**config.mk**
```make
export PLATFORM = sky130hd
export DESIGN_NAME = hicore_bjp_sched
export DESIGN_NICKNAME = d
export VERILOG_FILES = /design/src/rtl/hicore_bjp_sched_pkg.sv /design/src/rtl/hicore_bjp_sched_entry.sv /design/src/rtl/hicore_bjp_sched.sv
export SDC_FILE = /design/constraint.sdc
export NUM_CORES = 1
export LEC_CHECK = 0
export CAP_MARGIN = 10
export CELL_PAD_IN_SITES_DETAIL_PLACEMENT = 0
export CELL_PAD_IN_SITES_GLOBAL_PLACEMENT = 1
export CORE_ASPECT_RATIO = 1.75
export CORE_UTILIZATION = 48
export DETAILED_ROUTE_END_ITERATION = 10
export PLACE_DENSITY_LB_ADDON = 0.1
export REMOVE_ABC_BUFFERS = 1
export SLEW_MARGIN = 25
export SYNTH_ARGS = -nofsm -noshare
export SYNTH_HDL_FRONTEND = slang
export SYNTH_SLANG_ARGS = --single-unit
export TNS_END_PERCENT = 30
```
**constraint.sdc**
```tcl
create_clock -name clk -period 5 [get_ports clk]
set_input_delay 0.75 -clock clk [delete_from_list [all_inputs] [get_ports clk]]
set_output_delay 0.75 -clock clk [all_outputs]
set_load 0.05 [all_outputs]
```
**src/rtl/hicore_bjp_sched_pkg.sv**
```systemverilog
// hicore_bjp_sched_pkg: default geometry shared by the BJP reservation station and its slots.
package hicore_bjp_sched_pkg;
  localparam int HICORE_BJP_RS_DEPTH = 4;
  localparam int HICORE_PREG_TAG_SIZE = 6;
  localparam int HICORE_ISSUE2ALU_SIZE = 16;
  localparam int HICORE_REG_SIZE = 32;
endpackage

```
**src/rtl/hicore_bjp_sched_entry.sv**
```systemverilog
// hicore_bjp_rs_entry: one reservation-station slot with wakeup snoop and ready flag.
module hicore_bjp_rs_entry
  import hicore_bjp_sched_pkg::*;
#(
  parameter int TAG_W = HICORE_PREG_TAG_SIZE,
  parameter int INFO_W = HICORE_ISSUE2ALU_SIZE,
  parameter int REG_W = HICORE_REG_SIZE
) (
  input  logic              clk,
  input  logic              rst,
  input  logic              clr,
  input  logic              ld_valid,
  input  logic              ld_rs1_rdy,
  input  logic              ld_rs2_rdy,
  input  logic [TAG_W-1:0]  ld_rs1_tag,
  input  logic [TAG_W-1:0]  ld_rs2_tag,
  input  logic [INFO_W-1:0] ld_info,
  input  logic [REG_W-1:0]  ld_rd,
  input  logic              wk0_valid,
  input  logic [TAG_W-1:0]  wk0_tag,
  input  logic              wk1_valid,
  input  logic [TAG_W-1:0]  wk1_tag,
  output logic              valid,
  output logic [TAG_W-1:0]  rs1_tag,
  output logic [TAG_W-1:0]  rs2_tag,
  output logic [INFO_W-1:0] info,
  output logic [REG_W-1:0]  rd,
  output logic              woke_rs1,
  output logic              woke_rs2,
  output logic              eligible
);
  logic rs1_rdy, rs2_rdy;
  // woke_* include this cycle's broadcasts so the value survives a move to another slot
  assign woke_rs1 = rs1_rdy | (wk0_valid & (wk0_tag == rs1_tag)) | (wk1_valid & (wk1_tag == rs1_tag));
  assign woke_rs2 = rs2_rdy | (wk0_valid & (wk0_tag == rs2_tag)) | (wk1_valid & (wk1_tag == rs2_tag));
  assign eligible = valid & rs1_rdy & rs2_rdy;
  always_ff @(posedge clk) begin
    if (rst) begin
      valid <= 1'b0;
      rs1_rdy <= 1'b0;
      rs2_rdy <= 1'b0;
      rs1_tag <= '0;
      rs2_tag <= '0;
      info <= '0;
      rd <= '0;
    end else if (clr) begin
      valid <= 1'b0;
      rs1_rdy <= 1'b0;
      rs2_rdy <= 1'b0;
    end else begin
      valid <= ld_valid;
      rs1_rdy <= ld_rs1_rdy;
      rs2_rdy <= ld_rs2_rdy;
      rs1_tag <= ld_rs1_tag;
      rs2_tag <= ld_rs2_tag;
      info <= ld_info;
      rd <= ld_rd;
    end
  end
endmodule

```
**src/rtl/hicore_bjp_sched.sv**
```systemverilog
// hicore_bjp_sched: collapsing-queue reservation station issuing the oldest ready branch/jump to BJP.
module hicore_bjp_sched
  import hicore_bjp_sched_pkg::*;
#(
  parameter int DEPTH = HICORE_BJP_RS_DEPTH,
  parameter int TAG_W = HICORE_PREG_TAG_SIZE,
  parameter int INFO_W = HICORE_ISSUE2ALU_SIZE,
  parameter int REG_W = HICORE_REG_SIZE
) (
  input  logic                       clk,
  input  logic                       rst,
  input  logic                       i_disp_valid,
  output logic                       o_disp_ready,
  input  logic [INFO_W-1:0]          i_disp_info,
  input  logic [REG_W-1:0]           i_disp_rd_result,
  input  logic [TAG_W-1:0]           i_disp_rs1_tag,
  input  logic [TAG_W-1:0]           i_disp_rs2_tag,
  input  logic                       i_disp_rs1_rdy,
  input  logic                       i_disp_rs2_rdy,
  input  logic                       i_wk0_valid,
  input  logic                       i_wk1_valid,
  input  logic [TAG_W-1:0]           i_wk0_tag,
  input  logic [TAG_W-1:0]           i_wk1_tag,
  output logic                       o_issue2bjp_valid,
  input  logic                       i_issue2bjp_ready,
  output logic [INFO_W-1:0]          o_issue2bjp_info,
  output logic [REG_W-1:0]           o_issue2bjp_rd_result,
  output logic                       o_issue2bjp_cancel,
  input  logic                       flush,
  output logic [$clog2(DEPTH+1)-1:0] o_count
);
  localparam int CW = $clog2(DEPTH+1);
  localparam int SW = $clog2(DEPTH);
  logic [CW-1:0] cnt, cnt_c;
  logic [SW-1:0] sel;
  logic [DEPTH-1:0] elig, q_valid, w_rs1, w_rs2;
  logic [TAG_W-1:0] q_t1 [DEPTH];
  logic [TAG_W-1:0] q_t2 [DEPTH];
  logic [INFO_W-1:0] q_info [DEPTH];
  logic [REG_W-1:0] q_rd [DEPTH];
  logic issue_fire, disp_fire, d_rs1, d_rs2;
  assign o_disp_ready = cnt != CW'(DEPTH);
  assign o_count = cnt;
  assign o_issue2bjp_valid = |elig;
  assign o_issue2bjp_cancel = o_issue2bjp_valid & flush;
  assign o_issue2bjp_info = o_issue2bjp_valid ? q_info[sel] : '0;
  assign o_issue2bjp_rd_result = o_issue2bjp_valid ? q_rd[sel] : '0;
  assign issue_fire = o_issue2bjp_valid & i_issue2bjp_ready & ~flush;
  assign disp_fire = i_disp_valid & o_disp_ready & ~flush;
  assign cnt_c = cnt - CW'(issue_fire);
  // the dispatching micro-op snoops the wakeup ports so a same-cycle broadcast is not lost
  assign d_rs1 = i_disp_rs1_rdy | (i_wk0_valid & (i_wk0_tag == i_disp_rs1_tag)) | (i_wk1_valid & (i_wk1_tag == i_disp_rs1_tag));
  assign d_rs2 = i_disp_rs2_rdy | (i_wk0_valid & (i_wk0_tag == i_disp_rs2_tag)) | (i_wk1_valid & (i_wk1_tag == i_disp_rs2_tag));
  always_comb begin
    sel = '0;
    for (int k = DEPTH - 1; k >= 0; k--) if (elig[k]) sel = SW'(k);
  end
  always_ff @(posedge clk) begin
    if (rst || flush) cnt <= '0;
    else cnt <= cnt_c + CW'(disp_fire);
  end
  for (genvar i = 0; i < DEPTH; i++) begin : g_slot
    logic sh, app, n_valid, n_rs1, n_rs2;
    logic [TAG_W-1:0] n_t1, n_t2;
    logic [INFO_W-1:0] n_info;
    logic [REG_W-1:0] n_rd;
    // slots at or above the issued one pull their upper neighbour; the top slot pulls an empty one
    if (i < DEPTH - 1) begin : g_up
      assign n_valid = q_valid[i+1];
      assign n_rs1 = w_rs1[i+1];
      assign n_rs2 = w_rs2[i+1];
      assign n_t1 = q_t1[i+1];
      assign n_t2 = q_t2[i+1];
      assign n_info = q_info[i+1];
      assign n_rd = q_rd[i+1];
    end else begin : g_top
      assign n_valid = 1'b0;
      assign n_rs1 = 1'b0;
      assign n_rs2 = 1'b0;
      assign n_t1 = '0;
      assign n_t2 = '0;
      assign n_info = '0;
      assign n_rd = '0;
    end
    assign sh = issue_fire & (SW'(i) >= sel);
    assign app = disp_fire & (cnt_c == CW'(i));
    hicore_bjp_rs_entry #(.TAG_W(TAG_W), .INFO_W(INFO_W), .REG_W(REG_W)) u_entry (
      .clk(clk),
      .rst(rst),
      .clr(flush),
      .ld_valid(app | (sh ? n_valid : q_valid[i])),
      .ld_rs1_rdy(app ? d_rs1 : sh ? n_rs1 : w_rs1[i]),
      .ld_rs2_rdy(app ? d_rs2 : sh ? n_rs2 : w_rs2[i]),
      .ld_rs1_tag(app ? i_disp_rs1_tag : sh ? n_t1 : q_t1[i]),
      .ld_rs2_tag(app ? i_disp_rs2_tag : sh ? n_t2 : q_t2[i]),
      .ld_info(app ? i_disp_info : sh ? n_info : q_info[i]),
      .ld_rd(app ? i_disp_rd_result : sh ? n_rd : q_rd[i]),
      .wk0_valid(i_wk0_valid),
      .wk0_tag(i_wk0_tag),
      .wk1_valid(i_wk1_valid),
      .wk1_tag(i_wk1_tag),
      .valid(q_valid[i]),
      .rs1_tag(q_t1[i]),
      .rs2_tag(q_t2[i]),
      .info(q_info[i]),
      .rd(q_rd[i]),
      .woke_rs1(w_rs1[i]),
      .woke_rs2(w_rs2[i]),
      .eligible(elig[i])
    );
  end
endmodule

```
# [After elaboration in Yosys (flattened, before gate mapping)]
# Index checks and enable logic that the tools add are counted.
[op_classes] n_lt_le_gt_ge=5 n_mux=63 shifts=0 n_eq_ne=24 mul=0 add_sub_neg=2 div_mod_pow=0 reduce_logical=12 bitwise_logic=67
[ops] cell="$mux 32" n=11
[ops] cell="$mux 16" n=11
[ops] cell="$eq 6x6->1" n=20
[ops] cell="$mux 6" n=15
[ops] cell="$bmux 32 s2" n=1
[ops] cell="$and 1x1->1" n=41
[ops] cell="$bmux 16 s2" n=1
[ops] cell="$or 1x1->1" n=24
[ops] cell="$mux 1" n=20
[ops] cell="$mux 2" n=4
[ops] cell="$reduce_and 2->1" n=4
[ops] cell="$reduce_bool 2->1" n=4
[ops] cell="$eq 3x2->1 const B" n=2
[ops] cell="$ge 1x2->1 const A" n=2
[ops] cell="$ge 2x2->1 const A" n=2
[ops] cell="$reduce_or 4->1" n=1
[ops] cell="$add 3x1->3" n=1
[ops] cell="$eq 3x1->1 const B" n=1
[ops] cell="$ge 3x3->1 const B" n=1
[ops] cell="$logic_not 3->1" n=1
[ops] cell="$ne 3x3->1 const B" n=1
[ops] cell="$not 2->3" n=1
[ops] cell="$sub 3x1->3" n=1
[ops] cell="$reduce_or 2->1" n=1
[ops] cell="other kinds (2)" n=2
[word_totals] inputBits=81 latch_bits=0 regBits=255 rom_bits=0 mem_count=0 ramBits=0 word_cells=202

# [Longest topological paths before layout]
# Gate-level depths: netlist of the first run.
[logic_depth] depth_word=11 ltp_mapped=16 ltp_nobuf=13

# [By module]
# From an unflattened synthesis of the first run, not the netlist that was laid out.
[unflattened] cells_unflattened=1977 area_unflattened_um2=16792.4
[by_module_without_submodules] mod="hicore_bjp_rs_entry" area_per_inst_um2=2464.9 instances=4 cells_per_inst=236 seq_area_each_um2=1261.2
[by_module_without_submodules] mod="hicore_bjp_sched" area_per_inst_um2=6932.9 instances=1 cells_per_inst=1033 seq_area_each_um2=60.1

# [Worst setup path after synthesis of the first run]
# No wires, ideal clock.
[synth_path] kind="register to output" from="reg g_slot[0].u_entry.rs2_rdy" to="out o_issue2bjp_rd_result[23]" path_slack_ns=1.762 stages_incl_launch_ff=8 path_buffers=2 t_arrival_ns=2.488 path_cell_list="dfxtp_1 -> nand3_2 -> and2_1 -> clkbuf_4 -> nand2_2 -> clkbuf_1 -> o21ai_0 -> a31oi_1"
[synth_between] word_cells_on_any_way=8
[synth_rtl] element="start, declared" line="hicore_bjp_sched_entry.sv:32" text="logic rs1_rdy, rs2_rdy;"
[synth_rtl] element="start signal, assigned" line="hicore_bjp_sched_entry.sv:53" text="rs2_rdy <= ld_rs2_rdy;"
[synth_rtl] element="$and 1x1->1" line="hicore_bjp_sched_entry.sv:36" text="assign eligible = valid & rs1_rdy & rs2_rdy;"
[synth_rtl] element="$reduce_or 4->1" line="hicore_bjp_sched.sv:44" text="assign o_issue2bjp_valid = |elig;"
[synth_rtl] element="via o_issue2bjp_valid" line="hicore_bjp_sched.sv:24" text="output logic o_issue2bjp_valid,"
[synth_rtl] element="$mux 32" line="hicore_bjp_sched.sv:47" text="assign o_issue2bjp_rd_result = o_issue2bjp_valid ? q_rd[sel] : '0;"
[synth_rtl] element="end, declared" line="hicore_bjp_sched.sv:27" text="output logic [REG_W-1:0] o_issue2bjp_rd_result,"
# The timed path passes the listed nets, and every way through them passes these cells. The select of a mux whose other input is x is not followed.

# [Worst setup path in the final report of the first run]
[layout_path] from="reg g_slot[2].u_entry.rs2_rdy" to="out o_issue2bjp_info[9]"
[layout_between] elab_chain_len=9 word_cells_on_any_way=10
[layout_lines] element="start, declared" line="hicore_bjp_sched_entry.sv:32"
[layout_lines] element="start signal, assigned" line="hicore_bjp_sched_entry.sv:53"
[layout_lines] element="$and 1x1->1 (*)" line="hicore_bjp_sched_entry.sv:36"
[layout_lines] element="$mux 2 (3 in a row)" line="hicore_bjp_sched.sv:56" text="for (int k = DEPTH - 1; k >= 0; k--) if (elig[k]) sel = SW'(k);"
[layout_lines] element="$not 2->3 (not written as such)" line="hicore_bjp_sched.sv:46" text="assign o_issue2bjp_info = o_issue2bjp_valid ? q_info[sel] : '0;"
[layout_lines] element="$bmux 16 s2" line="hicore_bjp_sched.sv:46"
[layout_lines] element="$mux 16 (not written as such) (2 in a row)" line="hicore_bjp_sched.sv:46"
[layout_lines] element="$mux 16 (*)" line="hicore_bjp_sched.sv:46"
[layout_lines] element="end, declared" line="hicore_bjp_sched.sv:26" text="output logic [INFO_W-1:0] o_issue2bjp_info,"
# Every way passes the cells marked *; elsewhere a longest branch is shown, timed or not. The select of a mux whose other input is x is not followed.

==> results of run 1 <==
==> flip-flops by register name (all words and copies together) (netlist names) <==
signal                  count
g_slot.u_entry.rs2_tag     24
g_slot.u_entry.valid        4
o_count                     3
g_slot.u_entry.info        64
g_slot.u_entry.rd         128
g_slot.u_entry.rs1_rdy      4
g_slot.u_entry.rs1_tag     24
g_slot.u_entry.rs2_rdy      4
==> how the worst min path moves through the flow <==
stage | start | endpoint | depth (start not counted)
after floorplan | g_slot[2].u_entry.rd[10]$_SDFFE_PP0P_ | g_slot[2].u_entry.rd[10]$_SDFFE_PP0P_ | 2
after global placement | g_slot[3].u_entry.info[13]$_SDFFE_PP0P_ | g_slot[3].u_entry.info[13]$_SDFFE_PP0P_ | 1
after detailed placement | g_slot[3].u_entry.rd[9]$_SDFFE_PP0P_ | g_slot[3].u_entry.rd[9]$_SDFFE_PP0P_ | 1
after CTS | g_slot[2].u_entry.rd[7]$_SDFFE_PP0P_ | g_slot[2].u_entry.rd[7]$_SDFFE_PP0P_ | 2
after global routing | g_slot[3].u_entry.info[13]$_SDFFE_PP0P_ | g_slot[3].u_entry.info[13]$_SDFFE_PP0P_ | 1
final | g_slot[2].u_entry.rd[7]$_SDFFE_PP0P_ | g_slot[2].u_entry.rd[7]$_SDFFE_PP0P_ | 2
==> cells in the final DEF, fill, tap and decap left out, drive strengths merged, types with 2 or more instances in the layout <==
| master | Yosys | routed |
|---|---|---|
| clkinv | 0 | 6 |
| and2 | 4 | 4 |
| or3 | 5 | 5 |
| ha | 3 | 3 |
| or4 | 5 | 5 |
| nor3 | 6 | 6 |
| clkdlybuf4s50 | 0 | 133 |
| bufinv | 0 | 3 |
| a211oi | 120 | 120 |
| a31oi | 50 | 50 |
| buf | 72 | 24 |
| clkbuf | 87 | 40 |
| mux2 | 48 | 48 |
| nand2b | 5 | 5 |
| o31ai | 2 | 2 |
| nand3 | 6 | 6 |
| dfxtp | 255 | 255 |
| mux2i | 121 | 121 |
| xor2 | 60 | 60 |
| a311oi | 60 | 60 |
| o22ai | 5 | 5 |
| o2bb2ai | 2 | 2 |
| nor2 | 217 | 217 |
| o21ai | 49 | 49 |
| a21oi | 10 | 10 |
| nor4 | 17 | 17 |
| nand2 | 232 | 232 |
| inv | 5 | 5 |
| a22oi | 27 | 27 |
| nand4 | 20 | 20 |
| a22o | 34 | 34 |
| xnor2 | 62 | 62 |
==> worst max-delay path, stage by stage (launching register included) <==
cell	delay [ns]
sky130_fd_sc_hd__dfxtp_1	0.38
sky130_fd_sc_hd__nand3_1	0.21
sky130_fd_sc_hd__nand2b_2	0.56
sky130_fd_sc_hd__nand2_1	0.14
sky130_fd_sc_hd__nand2_2	0.12
sky130_fd_sc_hd__buf_12	0.29
sky130_fd_sc_hd__nand2_1	0.10
sky130_fd_sc_hd__a31oi_1	0.40
sky130_fd_sc_hd__clkdlybuf4s50_1	0.89
==> where the power goes <==
group / internal, W / switching (W) / leakage, nW
Sequential: 0.00208 / 0.0000319 / 2.07
Clock: 0.00125 / 0.000864 / 0.455
Combinational: 0.000154 / 0.000210 / 2.77
==> through the flow <==
step                worst slack (ns)  setup TNS (ns)
detailed placement             0.752               0
global placement               0.832               0
CTS                            0.580               0
floorplan                     -0.751          -57.46
finish                         0.575               0
global route                   0.427               0
==> cells by family after synthesis <==
logic type	Yosys count	share of synthesized area, %
flops	255	36.5
compound gates	363	21.4
simple gates	522	15.7
fa+ha+maj	3	0.268
xor+xnor	122	7.64
buf+inv	164	5.91
mux	169	12.5
==> cell type report <==
cell class | instances | area [sq um]
Fill cell | 2630 | 12400
Multi-Input combinational cell | 1179 | 8120
Sequential cell | 255 | 5100
Timing Repair Buffer | 158 | 1590
Clock buffer | 39 | 791
Tap cell | 378 | 473
Clock inverter | 10 | 131
Inverter | 5 | 18.8
==> metal layers <==
metal,vias up,wire [microns]
li1,5777,-
met1,5927,17800
met2,305,21100
met3,83,1670
met4,0,1530
met5,-,0
==> impl_table.tex, run 1 <==
\begin{tabular}{lr}
\hline
Metric & Value \\
\hline
\multicolumn{2}{l}{\textbf{Global route}} \\
\quad GR Overflow Total & 0 \\
\quad Met3 demand-to-capacity share in global routing & 3.49\% \\
\quad Met1 layer usage reported by global route & 35.3\% \\
\quad Via count of the first global-routing pass & 11800 \\
\quad Busiest grt layer & met2 \\
\quad Pin count of the biggest net entering global routing & 160 \\
\quad Met2 GRT Util & 48.6\% \\
\quad Tot GR Track Use & 28.5\% \\
\quad Antenna violations before repair & 0 \\
\quad First-pass GRT wire length & 66400 microns \\
\multicolumn{2}{l}{\textbf{Detailed routing}} \\
\quad Count of routing violations after the opening detailed-route iteration & 676 \\
\quad Avg Vias per Cell & 5.97 \\
\quad Drt total wl & 42100 microns \\
\quad Pre-Repair DR Iteration Count & 5 \\
\quad Vias & 12100 \\
\quad Remaining DRCs & 0 \\
\quad Count of nets left with antenna violations after detail routing & 0 \\
\quad Routed wire per std cell & 20.8 microns \\
\multicolumn{2}{l}{\textbf{Clock network}} \\
\quad Number of buffers on the longest clock path & 3 \\
\quad H-tree lvl count & 1 \\
\quad Clock edge transition at the registers on the reported setup and hold paths & 0.06 ns \\
\quad Clock tree root buffer cell & sky130\_fd\_sc\_hd\_\_clkbuf\_16 \\
\quad Total number of clock tree sinks & 255 \\
\quad Cts repair resizes & 0 \\
\quad Buffers inserted during post-CTS setup optimization & 0 \\
\quad Clock tree from TritonCTS & done \\
\quad Clock latency on the worst-skew pair & 0.56 ns \\
\quad Hold-fix buffer count after cts & 0 \\
\quad Number of CTS-inserted buffers & 27 \\
\multicolumn{2}{l}{\textbf{Floorplan}} \\
\quad Area of the placeable core & 0.0286 sq mm \\
\quad I/O pin total & 135 \\
\quad Die Span X & 131 microns \\
\quad Vert. Die Dim & 228 microns \\
\quad Area of the die & 0.0299 sq mm \\
\quad Effective utilization at floorplan & 48.9\% \\
\quad Number of rows in the core area & 82 \\
\multicolumn{2}{l}{\textbf{Place}} \\
\quad Routability-driven placement congestion ratio & 0.818 \\
\quad HPWL after detailed placement & 24800 microns \\
\quad Placed cell count & 1975 \\
\quad Port Buf Inserts & 134 \\
\quad Placement-stage cell area & 0.0153 sq mm \\
\multicolumn{2}{l}{\textbf{Cells and area}} \\
\quad Fin nets & 1710 \\
\quad Final design area excluding fillers & 0.0162 sq mm \\
\quad Antenna diode instance count & 0 \\
\quad Final Non-Filler Cells & 2024 \\
\quad Area grow syn2layout & 16.0\% \\
\quad Fraction of final layout cells with drive strength greater than 1 & 11.8\% \\
\quad Final core occ & 56.7\% \\
\multicolumn{2}{l}{\textbf{STA}} \\
\quad Setup violations, final & 0 \\
\quad Count of final max-slew check failures & 0 \\
\quad Portion of the clock cycle consumed by the worst path in the final layout & 88.5\% \\
\quad Final Hold Viols & 0 \\
\quad Clock Skew & 0.0186 ns \\
\quad Max Clock Freq & 226 MHz \\
\quad Max\_slew headroom & 32.7\% \\
\quad Worst hold-check slack & 0.495 ns \\
\quad RSZ-0062 raised after global routing & no \\
\quad Final min period & 4.43 ns \\
\quad Worst-margin pin slew & 1.01 ns \\
\multicolumn{2}{l}{\textbf{Worst setup path}} \\
\quad Type of element capturing the critical path & output port \\
\quad Critical setup path kind & flop to output port \\
\quad Setup crit start & g\_slot[2].u\_entry.rs2\_rdy\$\_SDFF\_PP0\_ \\
\quad Startpoint Class & flop \\
\quad Endpoint required time on the critical path & 4.25 ns \\
\quad Reg2reg setup slack & 1.06 ns \\
\quad Largest fanout on the critical path & 48 \\
\quad FF-to-FF End & g\_slot[1].u\_entry.rd[0]\$\_SDFFE\_PP0P\_ \\
\quad End point of the critical path & o\_issue2bjp\_info[9] \\
\quad Critical register-to-register path startpoint & g\_slot[1].u\_entry.rs2\_rdy\$\_SDFF\_PP0\_ \\
\quad Worst Reg2Reg Path Length in Cells & 15 \\
\quad Arrival @ worst endpoint & 3.68 ns \\
\multicolumn{2}{l}{\textbf{Synth}} \\
\quad Number of distinct standard cells referenced by the synthesized netlist & 53 \\
\quad Yosys warns & 0 \\
\quad Area share of the leading cell type in the synthesized netlist & 36.5\% \\
\quad Number of cells produced by synthesis & 1598 \\
\quad Cell area after synthesis & 0.0140 sq mm \\
\quad Most common cell in the netlist & sky130\_fd\_sc\_hd\_\_dfxtp\_1 \\
\quad Post-synthesis sequential element count & 255 \\
\quad Post-synth top area cell & sky130\_fd\_sc\_hd\_\_dfxtp\_1 \\
\quad Number of flops mapped to enable cells by yosys & 0 \\
\quad Top cells by area, synth & sky130\_fd\_sc\_hd\_\_dfxtp\_1 36\%, sky130\_fd\_sc\_hd\_\_mux2i\_1 8.7\%, sky130\_fd\_sc\_hd\_\_nand2\_1 6.2\% \\
\quad Part of the Yosys area used for sequential elements & 36.5\% \\
\quad List of most frequent post-synthesis cells & 255 x sky130\_fd\_sc\_hd\_\_dfxtp\_1, 230 x sky130\_fd\_sc\_hd\_\_nand2\_1, 213 x sky130\_fd\_sc\_hd\_\_nor2\_1, 121 x sky130\_fd\_sc\_hd\_\_mux2i\_1, 109 x sky130\_fd\_sc\_hd\_\_a211oi\_1 \\
\quad Most used flip-flop cell after synthesis & sky130\_fd\_sc\_hd\_\_dfxtp\_1 \\
\quad Synth async-reset ratio & 0\% \\
\quad Mean cell area of the mapped netlist & 8.76 sq um \\
\multicolumn{2}{l}{\textbf{Flow run}} \\
\quad Max-Cap Viols & 0 \\
\multicolumn{2}{l}{\textbf{Pwr}} \\
\quad Power density normalized to cell area & 283 mW/mm\^{}2 \\
\quad Pleak & 5.29 nW \\
\quad Max IR drop VDD & 0.000235 V \\
\quad Total power & 0.00459 W \\
\multicolumn{2}{l}{\textbf{Outcome}} \\
\quad Result of the run & complete, no violations \\
\multicolumn{2}{l}{\textbf{Worst hold path}} \\
\quad Hold Crit Class & flop to flop \\
\hline
\end{tabular}
No activity file was read; power rests on OpenSTA's default activity.
==> run 2: changes to the inputs <==
--- a/config.mk
+++ b/config.mk
@@ -9,7 +9,7 @@
 export CELL_PAD_IN_SITES_DETAIL_PLACEMENT = 0
 export CELL_PAD_IN_SITES_GLOBAL_PLACEMENT = 1
 export CORE_ASPECT_RATIO = 1.75
-export CORE_UTILIZATION = 48
+export CORE_UTILIZATION = 44
 export DETAILED_ROUTE_END_ITERATION = 10
 export PLACE_DENSITY_LB_ADDON = 0.1
 export REMOVE_ABC_BUFFERS = 1
==> constraint.sdc (replaced) <==
create_clock -name clk -period 4.1 [get_ports clk]
set_input_delay 0.615 -clock clk [delete_from_list [all_inputs] [get_ports clk]]
set_output_delay 0.615 -clock clk [all_outputs]
set_load 0.05 [all_outputs]
==> run 2 against run 1 <==
Via count stayed put. Clock skew down 0.0075 ns. Largest cell class unchanged. Critical endpoint is now o_issue2bjp_rd_result[9]. Die area up 9.0%. Highest routed layer unchanged. Register-to-register slack got worse by 0.46 ns. First-iteration DRC count grew 0.30%. Sequential power increased by 22%. Largest power group unchanged. Non-clock buffer count up 9. Core utilization fell by 4.9 points. Flip-flop and latch count unchanged. Sequential share of layout area down 0.094 points.
==> impl_table.tex, run 2 (synthesis gave the netlist of run 1 again) <==
\begin{tabular}{lr}
\hline
Metric & Value \\
\hline
\multicolumn{2}{l}{\textbf{Floorplan}} \\
\quad Area of the placeable core & 0.0314 sq mm (+9.8\%) \\
\quad Area of the die & 0.0325 sq mm (+9.0\%) \\
\quad Die Span X & 137 microns (+4.4\%) \\
\quad I/O pin total & 135 (unchanged) \\
\quad Vert. Die Dim & 238 microns (+4.4\%) \\
\quad Number of rows in the core area & 86 (+4.9\%) \\
\quad Effective utilization at floorplan & 44.5\% (-4.3 points) \\
\multicolumn{2}{l}{\textbf{Cells and area}} \\
\quad Final core occ & 51.8\% (-4.9 points) \\
\quad Reg with most FFs & g\_slot.u\_entry.rd \\
\quad Fraction of final layout cells with drive strength greater than 1 & 13.3\% (+1.5 points) \\
\quad Largest registers in the final layout & g\_slot.u\_entry.rd: 128 flops, g\_slot.u\_entry.info: 64 flops \\
\quad Antenna diode instance count & 0 (unchanged) \\
\quad Flip-flop count of the largest register after layout & 128 (unchanged) \\
\quad Fin nets & 1719 (+0.53\%) \\
\quad Number of fillers in the final layout & 3030 (+15\%) \\
\quad Leading cell types in the layout, fill and taps excluded & 255 x sky130\_fd\_sc\_hd\_\_dfxtp\_1, 229 x sky130\_fd\_sc\_hd\_\_nand2\_1, 213 x sky130\_fd\_sc\_hd\_\_nor2\_1 \\
\quad Area grow syn2layout & 16.3\% \\
\quad Leading cell type in the layout, fill and taps excluded & sky130\_fd\_sc\_hd\_\_dfxtp\_1 \\
\multicolumn{2}{l}{\textbf{Global route}} \\
\quad Tot GR Track Use & 27.1\% (-1.3 points) \\
\quad GR Overflow Total & 0 (unchanged) \\
\quad First-pass GRT wire length & 68500 microns (+3.1\%) \\
\quad Pin count of the biggest net entering global routing & 125 (-22\%) \\
\quad Antenna violations before repair & 0 (unchanged) \\
\quad Via count of the first global-routing pass & 11900 (+0.86\%) \\
\multicolumn{2}{l}{\textbf{Clock network}} \\
\quad H-tree lvl count & 1 (unchanged) \\
\quad Number of CTS-inserted buffers & 27 (unchanged) \\
\quad Clock tree from TritonCTS & done \\
\quad Hold-fix buffer count after cts & 0 (unchanged) \\
\quad Cts repair resizes & 0 (unchanged) \\
\quad Clock edge transition at the registers on the reported setup and hold paths & 0.06 ns (about the same) \\
\quad Number of buffers on the longest clock path & 3 (unchanged) \\
\quad Buffers inserted during post-CTS setup optimization & 0 (unchanged) \\
\quad Clock tree root buffer cell & sky130\_fd\_sc\_hd\_\_clkbuf\_16 \\
\quad Total number of clock tree sinks & 255 (unchanged) \\
\quad Clock latency on the worst-skew pair & 0.56 ns (about the same) \\
\multicolumn{2}{l}{\textbf{Pwr}} \\
\quad Total power & 0.00550 W (+20\%) \\
\quad Power density normalized to cell area & 338 mW/mm\^{}2 (+20\%) \\
\quad Internal power consumption & 0.00412 W (+18\%) \\
\quad Max IR drop VDD & 0.000290 V (+23\%) \\
\quad Switching power total & 0.00138 W (+25\%) \\
\quad Part of the total power dissipated in sequential elements & 46.7\% (+0.7 points) \\
\quad Clock network fraction of design power & 45.0\% (-1.1 points) \\
\quad Proportion of power drawn by combinational gates & 8.2\% (+0.3 points) \\
\quad Switching part of the total & 25.1\% (+1.0 points) \\
\quad Pleak & 5.42 nW (+2.5\%) \\
\multicolumn{2}{l}{\textbf{Detailed routing}} \\
\quad Drt total wl & 43800 microns (+4.2\%) \\
\quad Routed wire per std cell & 21.4 microns (+3.0\%) \\
\quad Pre-Repair DR Iteration Count & 7 (+2) \\
\quad Vias & 12100 (unchanged) \\
\quad Count of nets left with antenna violations after detail routing & 0 (unchanged) \\
\quad Count of routing violations after the opening detailed-route iteration & 678 (+0.30\%) \\
\quad Remaining DRCs & 0 (unchanged) \\
\quad Avg Vias per Cell & 5.90 (-1.2\%) \\
\multicolumn{2}{l}{\textbf{STA}} \\
\quad Clock Skew & 0.0111 ns (-0.00746 ns) \\
\quad Portion of the clock cycle consumed by the worst path in the final layout & 96.1\% \\
\quad Max\_slew headroom & 35.0\% (+2.4 points) \\
\quad Final Hold Viols & 0 (unchanged) \\
\quad TNS Setup & 0 ns (unchanged) \\
\quad Worst-margin pin slew & 0.972 ns (-0.0380 ns) \\
\quad Count of final max-slew check failures & 0 (unchanged) \\
\quad Setup violations, final & 0 (unchanged) \\
\quad Max Clock Freq & 254 MHz \\
\quad Final min period & 3.94 ns \\
\quad RSZ-0062 raised after global routing & no \\
\multicolumn{2}{l}{\textbf{Worst setup path}} \\
\quad Startpoint Class & flop \\
\quad Critical register-to-register path startpoint & g\_slot[1].u\_entry.rs2\_rdy\$\_SDFF\_PP0\_ \\
\quad Worst Reg2Reg Path Length in Cells & 11 (-4) \\
\quad Setup crit start & g\_slot[1].u\_entry.rs2\_rdy\$\_SDFF\_PP0\_ \\
\quad Reg2reg setup slack & 0.60 ns (-0.46 ns) \\
\quad Type of element capturing the critical path & output port \\
\quad Largest fanout on the critical path & 16 (-67\%) \\
\quad End point of the critical path & o\_issue2bjp\_rd\_result[9] \\
\quad Endpoint required time on the critical path & 3.48 ns (-0.77 ns) \\
\quad Arrival @ worst endpoint & 3.33 ns (-0.35 ns) \\
\quad Critical setup path kind & flop to output port \\
\quad FF-to-FF End & g\_slot[2].u\_entry.info[1]\$\_SDFFE\_PP0P\_ \\
\multicolumn{2}{l}{\textbf{Worst hold path}} \\
\quad Hold Crit Class & flop to flop \\
\multicolumn{2}{l}{\textbf{Place}} \\
\quad HPWL after detailed placement & 26700 microns (+7.5\%) \\
\quad Port Buf Inserts & 134 (unchanged) \\
\quad Routability-driven placement congestion ratio & 0.860 (+5.2\%) \\
\multicolumn{2}{l}{\textbf{Flow run}} \\
\quad Max-Cap Viols & 0 (unchanged) \\
\multicolumn{2}{l}{\textbf{Outcome}} \\
\quad Result of the run & complete, no violations \\
\hline
\end{tabular}
[run 2: cell types whose count changed in the layout (fill, tap and decap cells not counted), sizes merged]
| cell | before | now |
|---|---|---|
| buf | 24 | 50 |
| bufinv | 3 | 2 |
| clkbuf | 40 | 34 |
| clkdlybuf4s50 | 133 | 113 |
| clkinv | 6 | 8 |
| clkinvlp | 1 | 2 |
| dlymetal6s2s | 0 | 3 |
| inv | 5 | 6 |
[run 2: power by group through the flow]
| stage | combinational [W] | sequential (W) | clock (W) |
|---|---|---|---|
| 4_1_cts | 0.000456 | 0.00257 | 0.00254 |
| 3_3_place_gp | 0.000447 | 0.00263 | 0 |
| 3_5_place_dp | 0.000453 | 0.00263 | 0 |
| 6_report | 0.000454 | 0.00257 | 0.00248 |
| 2_1_floorplan | 0.000202 | 0.00262 | 0 |
| 5_1_grt | 0.000493 | 0.00258 | 0.00264 |
[run 2: how the worst min path moves through the flow]
stage	cells after the start	end	start
2_1_floorplan	2	g_slot[2].u_entry.rd[10]$_SDFFE_PP0P_	g_slot[2].u_entry.rd[10]$_SDFFE_PP0P_
3_3_place_gp	1	g_slot[3].u_entry.rd[7]$_SDFFE_PP0P_	g_slot[3].u_entry.rd[7]$_SDFFE_PP0P_
3_5_place_dp	1	g_slot[3].u_entry.rd[29]$_SDFFE_PP0P_	g_slot[3].u_entry.rd[29]$_SDFFE_PP0P_
4_1_cts	2	g_slot[2].u_entry.rd[12]$_SDFFE_PP0P_	g_slot[3].u_entry.rd[12]$_SDFFE_PP0P_
5_1_grt	2	g_slot[2].u_entry.rd[13]$_SDFFE_PP0P_	g_slot[2].u_entry.rd[13]$_SDFFE_PP0P_
6_report	2	g_slot[2].u_entry.rd[12]$_SDFFE_PP0P_	g_slot[3].u_entry.rd[12]$_SDFFE_PP0P_
[run 2: cell type report]
class | count | area (sq um) | area share, %
Inverter | 5 | 18.8 | 0.115
Multi-Input combinational cell | 1179 | 8120 | 49.9
Clock inverter | 13 | 128 | 0.784
Sequential cell | 255 | 5100 | 31.4
Tap cell | 396 | 495 | 3.04
Clock buffer | 33 | 738 | 4.53
Timing Repair Buffer | 167 | 1670 | 10.3
[run 2: metrics by stage]
step | instances | hold WS, ns | setup slack [ns] | cell area [sq um]
floorplan | 1439 | 0.459 | -1.65 | 13200
global placement | 2002 | 0.475 | 0.710 | 15400
detailed placement | 2002 | 0.480 | 0.651 | 15400
CTS | 2048 | 0.488 | 0.115 | 16300
global route | 2048 | 0.514 | 0.00358 | 16300
finish | 2048 | 0.489 | 0.159 | 16300
[run 2: critical path, stage by stage (launching register included)]
cell                              delay [ns]
sky130_fd_sc_hd__dfxtp_1                0.36
sky130_fd_sc_hd__nand3_1                0.16
sky130_fd_sc_hd__and2_1                 0.34
sky130_fd_sc_hd__nand2_2                0.39
sky130_fd_sc_hd__buf_4                  0.30
sky130_fd_sc_hd__o21ai_0                0.11
sky130_fd_sc_hd__a31oi_1                0.24
sky130_fd_sc_hd__clkdlybuf4s50_1        0.85
[run 2: per-layer routing]
metal	global-route usage, %	routed length (microns)	vias to the layer above
met2	49.2	22600	297
li1	-	-	5785
met5	0	0	-
met4	9.29	1270	0
met1	32.6	18200	5928
met3	2.87	1720	82
